File: src/rtl/micron_req_sequencer.sv
// micron_req_sequencer: queues CPU memory commands and write data, then
// drives the micron_controller request interface one transaction at a time,
// counting data beats against bwait and returning read words to the CPU.
// Optional feature macro: MICRON_SEQ_ROW_SPLIT_EN (split row-crossing bursts
// into single-word transactions). Default build issues commands unchanged.
module micron_req_sequencer #(
  parameter int unsigned CMD_DEPTH = 4,
  parameter int unsigned WD_DEPTH  = 16
) (
  input  logic        clk50MHz,
  input  logic        reset,
  input  logic        cmd_valid,
  output logic        cmd_ready,
  input  logic        cmd_we,
  input  logic [15:0] cmd_addr,
  input  logic [1:0]  cmd_len,
  input  logic        wd_valid,
  output logic        wd_ready,
  input  logic [15:0] wd_data,
  output logic        rd_valid,
  output logic [15:0] rd_data,
  output logic        err,
  output logic [15:0] baddr,
  output logic [1:0]  bburst,
  output logic        bwe,
  output logic        breq,
  input  logic        bwait,
  input  logic        bvalid,
  output logic [15:0] bdata_out,
  input  logic [15:0] bdata_in
);

  localparam int unsigned DW  = 16;
  localparam int unsigned CAW = $clog2(CMD_DEPTH);
  localparam int unsigned CCW = CAW + 1;
  localparam int unsigned WAW = $clog2(WD_DEPTH);
  localparam int unsigned WCW = WAW + 1;

  typedef struct packed {
    logic          we;
    logic [DW-1:0] addr;
    logic [1:0]    len;
  } cmd_t;

  typedef enum logic [1:0] {
    S_IDLE  = 2'd0,
    S_ISSUE = 2'd1,
    S_BEAT  = 2'd2
  } state_t;

  // Command and write-data storage
  cmd_t           r_cmd_mem [CMD_DEPTH];
  logic [CAW-1:0] r_cmd_wptr;
  logic [CAW-1:0] r_cmd_rptr;
  logic [CCW-1:0] r_cmd_cnt;
  logic [DW-1:0]  r_wd_mem [WD_DEPTH];
  logic [WAW-1:0] r_wd_wptr;
  logic [WAW-1:0] r_wd_rptr;
  logic [WCW-1:0] r_wd_cnt;

  // Sequencer state and registered outputs
  state_t        r_state;
  logic          r_breq;
  logic          r_bwe;
  logic [DW-1:0] r_baddr;
  logic [1:0]    r_bburst;
  logic          r_rd_valid;
  logic [DW-1:0] r_rd_data;
  logic          r_err;
  logic [DW-1:0] r_bdata_out;
  logic [3:0]    r_beats;
  logic          r_split;
  logic [3:0]    r_pieces;

  cmd_t           w_head;
  logic [3:0]     w_head_words;
  logic           w_cmd_push;
  logic           w_cmd_pop;
  logic           w_wd_push;
  logic [3:0]     w_wd_pop_n;
  logic [WAW-1:0] w_wd_rptr_nxt;
  logic [WCW-1:0] w_wd_cnt_nxt;
  logic           w_beat;
  logic [3:0]     w_beats_left;
  logic           w_wd_enough;
  logic           w_can_issue;
  logic           w_cross;

  assign w_head       = r_cmd_mem[r_cmd_rptr];
  assign w_head_words = 4'd1 << w_head.len;

  assign cmd_ready  = r_cmd_cnt < CCW'(CMD_DEPTH);
  assign wd_ready   = r_wd_cnt < WCW'(WD_DEPTH);
  assign w_cmd_push = cmd_valid && cmd_ready;
  assign w_wd_push  = wd_valid && wd_ready;

  // A split command stays at the head until its last piece has finished.
  assign w_cmd_pop = ((r_state == S_ISSUE) && bwait && !r_split) ||
                     ((r_state == S_BEAT) && !bwait && r_split && (r_pieces == 4'd1));

  assign w_beat       = (r_state == S_BEAT) && bvalid && (r_beats != 4'd0);
  assign w_beats_left = r_beats - (w_beat ? 4'd1 : 4'd0);

  // On an early bwait drop the whole unconsumed remainder of the burst goes.
  assign w_wd_pop_n    = ((r_state == S_BEAT) && r_bwe) ?
                         (bwait ? (w_beat ? 4'd1 : 4'd0) : r_beats) : 4'd0;
  assign w_wd_rptr_nxt = r_wd_rptr + WAW'(w_wd_pop_n);
  assign w_wd_cnt_nxt  = r_wd_cnt + WCW'(w_wd_push) - WCW'(w_wd_pop_n);

  assign w_wd_enough = r_wd_cnt >= WCW'(w_head_words);
  assign w_can_issue = (r_state == S_IDLE) && !bwait &&
                       (r_split || ((r_cmd_cnt != '0) && (!w_head.we || w_wd_enough)));

`ifdef MICRON_SEQ_ROW_SPLIT_EN
  assign w_cross = ({1'b0, w_head.addr[6:0]} + {4'd0, w_head_words}) > 8'd128;
`else
  assign w_cross = 1'b0;
`endif

  assign breq      = r_breq;
  assign baddr     = r_baddr;
  assign bburst    = r_bburst;
  assign bwe       = r_bwe;
  assign rd_valid  = r_rd_valid;
  assign rd_data   = r_rd_data;
  assign err       = r_err;
  assign bdata_out = r_bdata_out;

  // FIFO payload storage (no reset needed, guarded by counts)
  always_ff @(posedge clk50MHz) begin
    if (w_cmd_push) r_cmd_mem[r_cmd_wptr] <= '{we: cmd_we, addr: cmd_addr, len: cmd_len};
    if (w_wd_push)  r_wd_mem[r_wd_wptr]   <= wd_data;
  end

  // FIFO pointers/counts and registered write-data head
  always_ff @(posedge clk50MHz or posedge reset) begin
    if (reset) begin
      r_cmd_wptr  <= '0;
      r_cmd_rptr  <= '0;
      r_cmd_cnt   <= '0;
      r_wd_wptr   <= '0;
      r_wd_rptr   <= '0;
      r_wd_cnt    <= '0;
      r_bdata_out <= '0;
    end else begin
      if (w_cmd_push) r_cmd_wptr <= r_cmd_wptr + CAW'(1);
      if (w_cmd_pop)  r_cmd_rptr <= r_cmd_rptr + CAW'(1);
      r_cmd_cnt <= r_cmd_cnt + CCW'(w_cmd_push) - CCW'(w_cmd_pop);
      if (w_wd_push)  r_wd_wptr <= r_wd_wptr + WAW'(1);
      r_wd_rptr <= w_wd_rptr_nxt;
      r_wd_cnt  <= w_wd_cnt_nxt;
      if (w_wd_cnt_nxt == '0)
        r_bdata_out <= '0;
      else if (w_wd_push && (r_wd_wptr == w_wd_rptr_nxt))
        r_bdata_out <= wd_data;
      else
        r_bdata_out <= r_wd_mem[w_wd_rptr_nxt];
    end
  end

  // Request/beat sequencer with registered controller and CPU outputs
  always_ff @(posedge clk50MHz or posedge reset) begin
    if (reset) begin
      r_state    <= S_IDLE;
      r_breq     <= 1'b0;
      r_baddr    <= '0;
      r_bburst   <= '0;
      r_bwe      <= 1'b0;
      r_rd_valid <= 1'b0;
      r_rd_data  <= '0;
      r_err      <= 1'b0;
      r_beats    <= '0;
      r_split    <= 1'b0;
      r_pieces   <= '0;
    end else begin
      r_rd_valid <= 1'b0;
      case (r_state)
        S_IDLE: begin
          if (w_can_issue) begin
            r_state <= S_ISSUE;
            r_breq  <= 1'b1;
            if (!r_split) begin
              r_baddr <= w_head.addr;
              r_bwe   <= w_head.we;
              if (w_cross) begin
                r_split  <= 1'b1;
                r_pieces <= w_head_words;
                r_bburst <= 2'b00;
              end else begin
                r_bburst <= w_head.len;
              end
            end
          end
        end
        S_ISSUE: begin
          if (bwait) begin
            r_breq  <= 1'b0;
            r_state <= S_BEAT;
            r_beats <= 4'd1 << r_bburst;
          end
        end
        S_BEAT: begin
          if (w_beat && !r_bwe) begin
            r_rd_valid <= 1'b1;
            r_rd_data  <= bdata_in;
          end
          if (bvalid && (r_beats == 4'd0)) r_err <= 1'b1;
          r_beats <= w_beats_left;
          if (!bwait) begin
            r_state <= S_IDLE;
            if (w_beats_left != 4'd0) r_err <= 1'b1;
            if (r_split) begin
              r_baddr <= r_baddr + 16'd1;
              if (r_pieces == 4'd1) r_split  <= 1'b0;
              else                  r_pieces <= r_pieces - 4'd1;
            end
          end
        end
        default: r_state <= S_IDLE;
      endcase
    end
  end

endmodule

File: config.mk
export PLATFORM = sky130hd
export DESIGN_NAME = micron_req_sequencer
export DESIGN_NICKNAME = d
export VERILOG_FILES = /design/src/rtl/micron_req_sequencer.sv
export SDC_FILE = /design/constraint.sdc
export NUM_CORES = 1
export LEC_CHECK = 0
export CORE_ASPECT_RATIO = 2
export CORE_MARGIN = 4
export CORE_UTILIZATION = 55
export CTS_BUF_LIST = sky130_fd_sc_hd__clkbuf_4 sky130_fd_sc_hd__clkbuf_8
export DETAILED_ROUTE_END_ITERATION = 12
export PLACE_DENSITY = 0.82
export SLEW_MARGIN = 20
export SYNTH_ARGS = -nofsm -noshare
export SYNTH_HDL_FRONTEND = slang
export SYNTH_SLANG_ARGS = --single-unit
File: constraint.sdc
create_clock -name clk50MHz -period 4.27 [get_ports clk50MHz]
set_clock_uncertainty 0.15 [all_clocks]
set_input_delay 0.854 -clock clk50MHz [delete_from_list [all_inputs] [get_ports clk50MHz]]
set_output_delay 0.854 -clock clk50MHz [all_outputs]
set_load 0.02 [all_outputs]
==> results of run 1 <==
## layer usage
layer	part of all wire, %	up-vias
met2	58	344
met3	4.6	76
met1	34	4813
met4	3.1	0
li1	-	4162
met5	0	-
## cell type report
| type | count | area (sq um) | share of cell area [%] |
|---|---|---|---|
| multi-input cells | 475 | 4670 | 22.9 |
| clock inverters | 16 | 171 | 0.841 |
| clock buffers | 88 | 1070 | 5.26 |
| repair buffers | 172 | 1710 | 8.38 |
| diodes | 1 | 2.50 | 0.0123 |
| flip-flops and latches | 417 | 12100 | 59.3 |
| well taps | 418 | 523 | 2.56 |
| inverters | 37 | 141 | 0.693 |
## sequential cells by signal (all words and copies together) (netlist names), 2 cells and up
name,cells
baddr,16
bburst,2
bdata_out,16
r_beats,4
r_cmd_cnt,3
r_cmd_mem,76
r_cmd_rptr,2
r_cmd_wptr,2
r_pieces,4
r_state,2
r_wd_cnt,5
r_wd_mem,256
r_wd_rptr,4
r_wd_wptr,4
rd_data,16
## cell families after synthesis
kind of cell / count (synthesis) / share of synthesized area [%]
buf+inv: 87 / 2.50
fa+ha+maj: 33 / 2.54
mux: 121 / 13.3
compound gates: 141 / 5.24
xor+xnor: 21 / 1.25
simple gates: 159 / 4.54
flops: 417 / 70.6
## per-stage QoR
step                      TNS, ps  hold slack (ps)
after floorplan                 0              292
after global placement          0              313
after detailed placement     -467              307
after CTS                       0              321
after global routing            0              350
final                           0              320
## cells in the mapped netlist (17+ instances only)
library cell	number	area (sq um)
sky130_fd_sc_hd__o21ai_0	17	85.1
sky130_fd_sc_hd__clkbuf_1	18	67.6
sky130_fd_sc_hd__edfxtp_1	332	9970
sky130_fd_sc_hd__mux4_2	83	1870
sky130_fd_sc_hd__nor2_1	37	139
sky130_fd_sc_hd__and2_1	21	131
sky130_fd_sc_hd__mux2i_1	18	180
sky130_fd_sc_hd__nand2_1	50	188
sky130_fd_sc_hd__a21oi_1	55	275
sky130_fd_sc_hd__dfrtp_1	85	2130
sky130_fd_sc_hd__inv_1	35	131
sky130_fd_sc_hd__mux2_2	17	191
sky130_fd_sc_hd__ha_1	30	375
## critical path, delay by kind of cell (launching register included)
kind | cells | cell delay [ps]
xor gates and xnor gates | 1 | 90
DFF | 1 | 470
and+or+nand+nor | 6 | 880
buffers and inverters | 5 | 960
AOI/OAI and AO/OA | 1 | 190
muxes | 1 | 230
adders and majority gates | 2 | 700
## final timing paths
check | startpoint | endpoint | slack, ps
setup / recovery | r_state[0] | bdata_out[4] | 540
hold / removal | r_pieces[3] | r_pieces[3] | 320
setup reg to reg | r_state[0] | bdata_out[4] | 540
hold reg to reg | r_pieces[3] | r_pieces[3] | 320
max in group asynchronous | reset | r_pieces[2] | 2610
min in group asynchronous | reset | bdata_out[7] | 540
## report_power, final
| part | internal (W) | switching [W] |
|---|---|---|
| registers | 0.00506 | 0.000433 |
| clock network | 0.00179 | 0.00143 |
| logic | 0.00265 | 0.00269 |
| total | 0.00950 | 0.00455 |
==> results.sh, run 1 <==
export IMPL_postPlaceCellArea_sq_mm=0.0191
export IMPL_cts_h_tree_lvls=2
export IMPL_met1_usage_pct=23.3
export IMPL_yosys_warnings=0
export IMPL_antenna_left=0
export IMPL_dp_slack_ps=-72.2
export IMPL_setup_worst_path_end_class="register"
export IMPL_io_pins=113
export IMPL_asyncSetResetFlopFracSynth_pct=20.4
export IMPL_iteration_0_drc_markers=729
export IMPL_fmaxAchievable_mhz=268
export IMPL_wire_per_inst_um=22.0
export IMPL_chipHeight_um=258
export IMPL_postSynthRegisterBits=417
export IMPL_max_vdd_ir_drop_mv=0.365
export IMPL_synth_edff_count=332
export IMPL_cts_root_buffer_cell="sky130_fd_sc_hd__clkbuf_8"
export IMPL_cts_sinks=417
export IMPL_route_vias_total=9395
export IMPL_synthToLayoutAreaGrowth_pct=19.0
export IMPL_die_w_um=133
export IMPL_synth_yosys_seq_area_share_pct=70.6
export IMPL_place_hpwl_mm=23.2
export IMPL_run_status="finished clean"
export IMPL_crit_type="reg2reg"
export IMPL_final_min_period_over_clock_period_pct=87.3
export IMPL_core_rowCount=91
export IMPL_timing_max_transition_violations_final=0
export IMPL_critical_path_slowest_cell="sky130_fd_sc_hd__fa_2"
export IMPL_cpPeakStageDelay_ps=580
export IMPL_grt_util_met3_pct=3.06
export IMPL_final_cell_mix="sky130_fd_sc_hd__edfxtp_1 (332), sky130_fd_sc_hd__clkdlybuf4s50_1 (112), sky130_fd_sc_hd__dfrtp_1 (85)"
export IMPL_finalCriticalPeriod_ps=3730
export IMPL_placement_io_buffers=112
export IMPL_dp_cells=1519
export IMPL_routed_via_density=5.79
export IMPL_syn_area_sq_mm=0.0171
export IMPL_antenna_found_initial=1
export IMPL_critical_path_start_type="register"
export IMPL_die_area_sq_mm=0.0342
export IMPL_critical_path_cell_chain="nor2_2, buf_4, nand2_1, nor2_1, buf_4, ha_4, inv_1, fa_2, xnor2_1, nor4_1, buf_4, nand2_1, mux2i_4, buf_4, nand2_1, a21oi_1"
export IMPL_layout_cell_area_non_filler_sq_mm=0.0204
export IMPL_most_common_library_cell_in_the_layout_ignoring_fill_and_taps="sky130_fd_sc_hd__edfxtp_1"
export IMPL_grt_max_degree=48
export IMPL_cellLeakagePower_nw=7.26
export IMPL_cts_max_path_buffers=3
export IMPL_cp_common_cell="sky130_fd_sc_hd__buf_4"
export IMPL_synth_fp_nets=1069
export IMPL_num_fill_cells=2027
export IMPL_setup_viol_count_final=0
export IMPL_drive_above_1_share_pct=23.4
export IMPL_power_per_cell_area_mw_per_mm2=689
export IMPL_worstMarginPinSlew_ps=784
export IMPL_timing_hold_violations_final=0
export IMPL_post_cts_repair_setup_buffers=0
export IMPL_core_area_sq_mm=0.0309
export IMPL_setup_ws_post_layout_ps=540
export IMPL_post_synth_inst_count=979
export IMPL_reg2reg_depth=16
export IMPL_post_cts_hold_buffer_count=0
export IMPL_dr_pass1_iters=7
export IMPL_synth_cell_types=58
export IMPL_crit_arrival_ps=4120
export IMPL_postCtsResizedCells=0
export IMPL_layout_core_utilization_pct=66.1
export IMPL_syn_avg_cell_area_sq_um=17.5
export IMPL_rsz0062_at_grt="false"
export IMPL_grt_first_pass_wirelength_mm=55.8
export IMPL_final_weighted_congestion_in_routability_driven_placement=0.841
export IMPL_synth_main_ff_cell="sky130_fd_sc_hd__edfxtp_1"
export IMPL_critical_path_peak_fanout=40
export IMPL_hold_depth=1
export IMPL_total_design_power_w=0.0140
export IMPL_total_length_of_routed_wires_mm=35.8
export IMPL_grt_util_all_layers_pct=21.3
export IMPL_grt_overflow_total=0
export IMPL_tritoncts="built"
export IMPL_global_route_usage_met2_pct=40.5
export IMPL_clkSlewWorstSetupHoldPaths_ps=70
export IMPL_crit_required_ps=4660
export IMPL_most_crowded_layer_after_global_routing="met2"
export IMPL_numCtsBuffers=55
export IMPL_layout_net_count=1248
export IMPL_drt_drc_violations_left=0
export IMPL_first_global_vias=9994
export IMPL_floorplan_initialDensity_pct=55.5
export IMPL_clock_latency_reported_for_the_late_side_of_the_worst_skew_pair_ps=620
export IMPL_slew_headroom_pct=47.8
export IMPL_max_cap_violations=0
export IMPL_final_instance_count_excl_fill=1624
export IMPL_worst_hold_path_type="reg2reg"
No activity file was read; power rests on OpenSTA's default activity.
==> run 2: changes to the inputs <==
Settings changed: CORE_UTILIZATION 55 to 60, PLACE_DENSITY 0.82 to 0.88.
==> results.sh, run 2 (synthesis gave the netlist of run 1 again) <==
export IMPL_worstHoldStart="r_pieces[3]"
export IMPL_routed_via_density=6.03
export IMPL_worst_hold_path_type="reg2reg"
export IMPL_final_min_period_over_clock_period_pct=86.4
export IMPL_cts_root_buffer_cell="sky130_fd_sc_hd__clkbuf_8"
export IMPL_floorplan_initialDensity_pct=60.8
export IMPL_synthToLayoutAreaGrowth_pct=18.2
export IMPL_core_rowCount=87
export IMPL_tritoncts="built"
export IMPL_most_common_library_cell_in_the_layout_ignoring_fill_and_taps="sky130_fd_sc_hd__edfxtp_1"
export IMPL_critical_path_peak_fanout=44
export IMPL_wire_per_inst_um=22.8
export IMPL_dr_pass1_iters=7
export IMPL_final_weighted_congestion_in_routability_driven_placement=0.824
export IMPL_cts_sinks=417
export IMPL_met3RoutedLength_mm=2.06
export IMPL_total_length_of_routed_wires_mm=35.6
export IMPL_core_area_sq_mm=0.0282
export IMPL_crit_type="reg2reg"
export IMPL_postCtsResizedCells=0
export IMPL_die_area_sq_mm=0.0315
export IMPL_run_status="finished clean"
export IMPL_timing_reg2reg_setup_slack_ps=580
export IMPL_hold_depth=1
export IMPL_finalCriticalPeriod_ps=3690
export IMPL_max_vdd_ir_drop_mv=0.384
export IMPL_clock_latency_reported_for_the_late_side_of_the_worst_skew_pair_ps=590
export IMPL_num_fill_cells=1715
export IMPL_cts_h_tree_lvls=2
export IMPL_route_vias_total=9439
export IMPL_grt_first_pass_wirelength_mm=55.9
export IMPL_totalNegativeSetupSlack_ps=0
export IMPL_multi_input_area_sq_mm=0.00467
export IMPL_power_per_cell_area_mw_per_mm2=688
export IMPL_crit_arrival_ps=4010
export IMPL_layout_core_utilization_pct=71.8
export IMPL_rsz0062_at_grt="false"
export IMPL_worst_r2r_startpoint="r_state[0]"
export IMPL_layout_net_count=1251
export IMPL_route_top_layer_used="met4"
export IMPL_slew_headroom_pct=45.6
export IMPL_drt_drc_violations_left=0
export IMPL_area_sequential_sq_mm=0.0121
export IMPL_final_cell_mix="sky130_fd_sc_hd__edfxtp_1 (332), sky130_fd_sc_hd__clkdlybuf4s50_1 (112), sky130_fd_sc_hd__dfrtp_1 (85)"
export IMPL_grt_max_degree=53
export IMPL_max_cap_violations=0
export IMPL_hold_path_end="r_pieces[3]"
export IMPL_post_cts_hold_buffer_count=0
export IMPL_numCtsBuffers=54
export IMPL_drive_above_1_share_pct=23.4
export IMPL_placement_io_buffers=112
export IMPL_wire_length_on_met2_mm=20.0
export IMPL_clkSlewWorstSetupHoldPaths_ps=70
export IMPL_antenna_found_initial=2
export IMPL_grt_overflow_total=0
export IMPL_iteration_0_drc_markers=763
export IMPL_io_pins=113
export IMPL_cts_max_path_buffers=3
export IMPL_post_cts_repair_setup_buffers=0
export IMPL_reg_largest_list="r_wd_mem: 256 flops, r_cmd_mem: 76 flops"
export IMPL_cellLeakagePower_nw=7.23
export IMPL_reg2reg_depth=15
export IMPL_chipHeight_um=247
export IMPL_m1WireLength_mm=12.0
export IMPL_most_flop_heavy_register="r_wd_mem"
export IMPL_max_reg_flops=256
export IMPL_first_global_vias=10100
export IMPL_crit_required_ps=4590
export IMPL_setup_worst_path_end_class="register"
export IMPL_fmaxAchievable_mhz=271
export IMPL_timing_hold_violations_final=0
export IMPL_timing_max_transition_violations_final=0
export IMPL_critical_path_start_type="register"
export IMPL_worstMarginPinSlew_ps=816
export IMPL_grt_util_all_layers_pct=23.3
export IMPL_place_hpwl_mm=23.7
export IMPL_antenna_left=0
export IMPL_die_w_um=128
export IMPL_setup_viol_count_final=0
export IMPL_r2r_end="bdata_out[15]"
==> run 2: changes by cell type in the layout (fill, tap and decap cells not counted), sizes merged <==
cell / delta
buf: +4
bufinv: +1
clkbuf: -13
clkinv: +6
clkinvlp: +5
diode: +1
inv: -1
==> run 2: through the flow <==
step	hold slack (ps)	setup slack [ps]	instances	cell area [sq um]	power, W
floorplan	292	552	979	17100	0.00906
global placement	303	140	1461	19000	0.0107
detailed placement	310	52.1	1461	19000	0.0109
CTS	325	563	1563	20200	0.0141
global route	332	325	1565	20300	0.0147
finish	324	580	1565	20300	0.0139
==> run 2: how the worst max path moves through the flow <==
| stage | from | to | slack [ps] | depth (start not counted) |
|---|---|---|---|---|
| after floorplan | bwait | bdata_out[10] | 550 | 15 |
| after global placement | bvalid | bdata_out[15] | 140 | 15 |
| after detailed placement | bvalid | bdata_out[10] | 50 | 15 |
| after CTS | r_state[0] | bdata_out[11] | 560 | 15 |
| after global routing | r_state[0] | bdata_out[8] | 330 | 16 |
| final | r_state[0] | bdata_out[15] | 580 | 15 |
==> run 2: power by group <==
part	switching (W)	internal, W
logic	0.00269	0.00261
clock network	0.00144	0.00170
registers	0.000429	0.00506
total	0.00456	0.00936
==> run 2: layout make-up <==
cell class | instances | area share, %
diodes | 2 | 0.0247
clock buffers | 75 | 4.66
clock inverters | 27 | 1.26
inverters | 37 | 0.698
multi-input cells | 475 | 23.1
flip-flops and latches | 417 | 59.7
well taps | 356 | 2.20
repair buffers | 176 | 8.34
==> run 2: routing by layer <==
metal  vias up  track usage (%)
li1       4178                -
met1      4776             26.4
met2       385             42.7
met3       100             3.61
met4         0             11.2
met5         -                0
==> run 2: critical path: stages (launching register included) <==
cell,delay (ps)
sky130_fd_sc_hd__dfrtp_1,470
sky130_fd_sc_hd__nor2_2,280
sky130_fd_sc_hd__nand2_1,90
sky130_fd_sc_hd__a21oi_1,190
sky130_fd_sc_hd__mux2i_1,100
sky130_fd_sc_hd__nor2_1,110
sky130_fd_sc_hd__buf_4,140
sky130_fd_sc_hd__ha_4,120
sky130_fd_sc_hd__inv_1,50
sky130_fd_sc_hd__fa_2,580
sky130_fd_sc_hd__buf_12,260
sky130_fd_sc_hd__mux4_2,360
sky130_fd_sc_hd__and2_1,180
sky130_fd_sc_hd__a211oi_1,230
sky130_fd_sc_hd__a211o_1,140
sky130_fd_sc_hd__a21oi_1,70
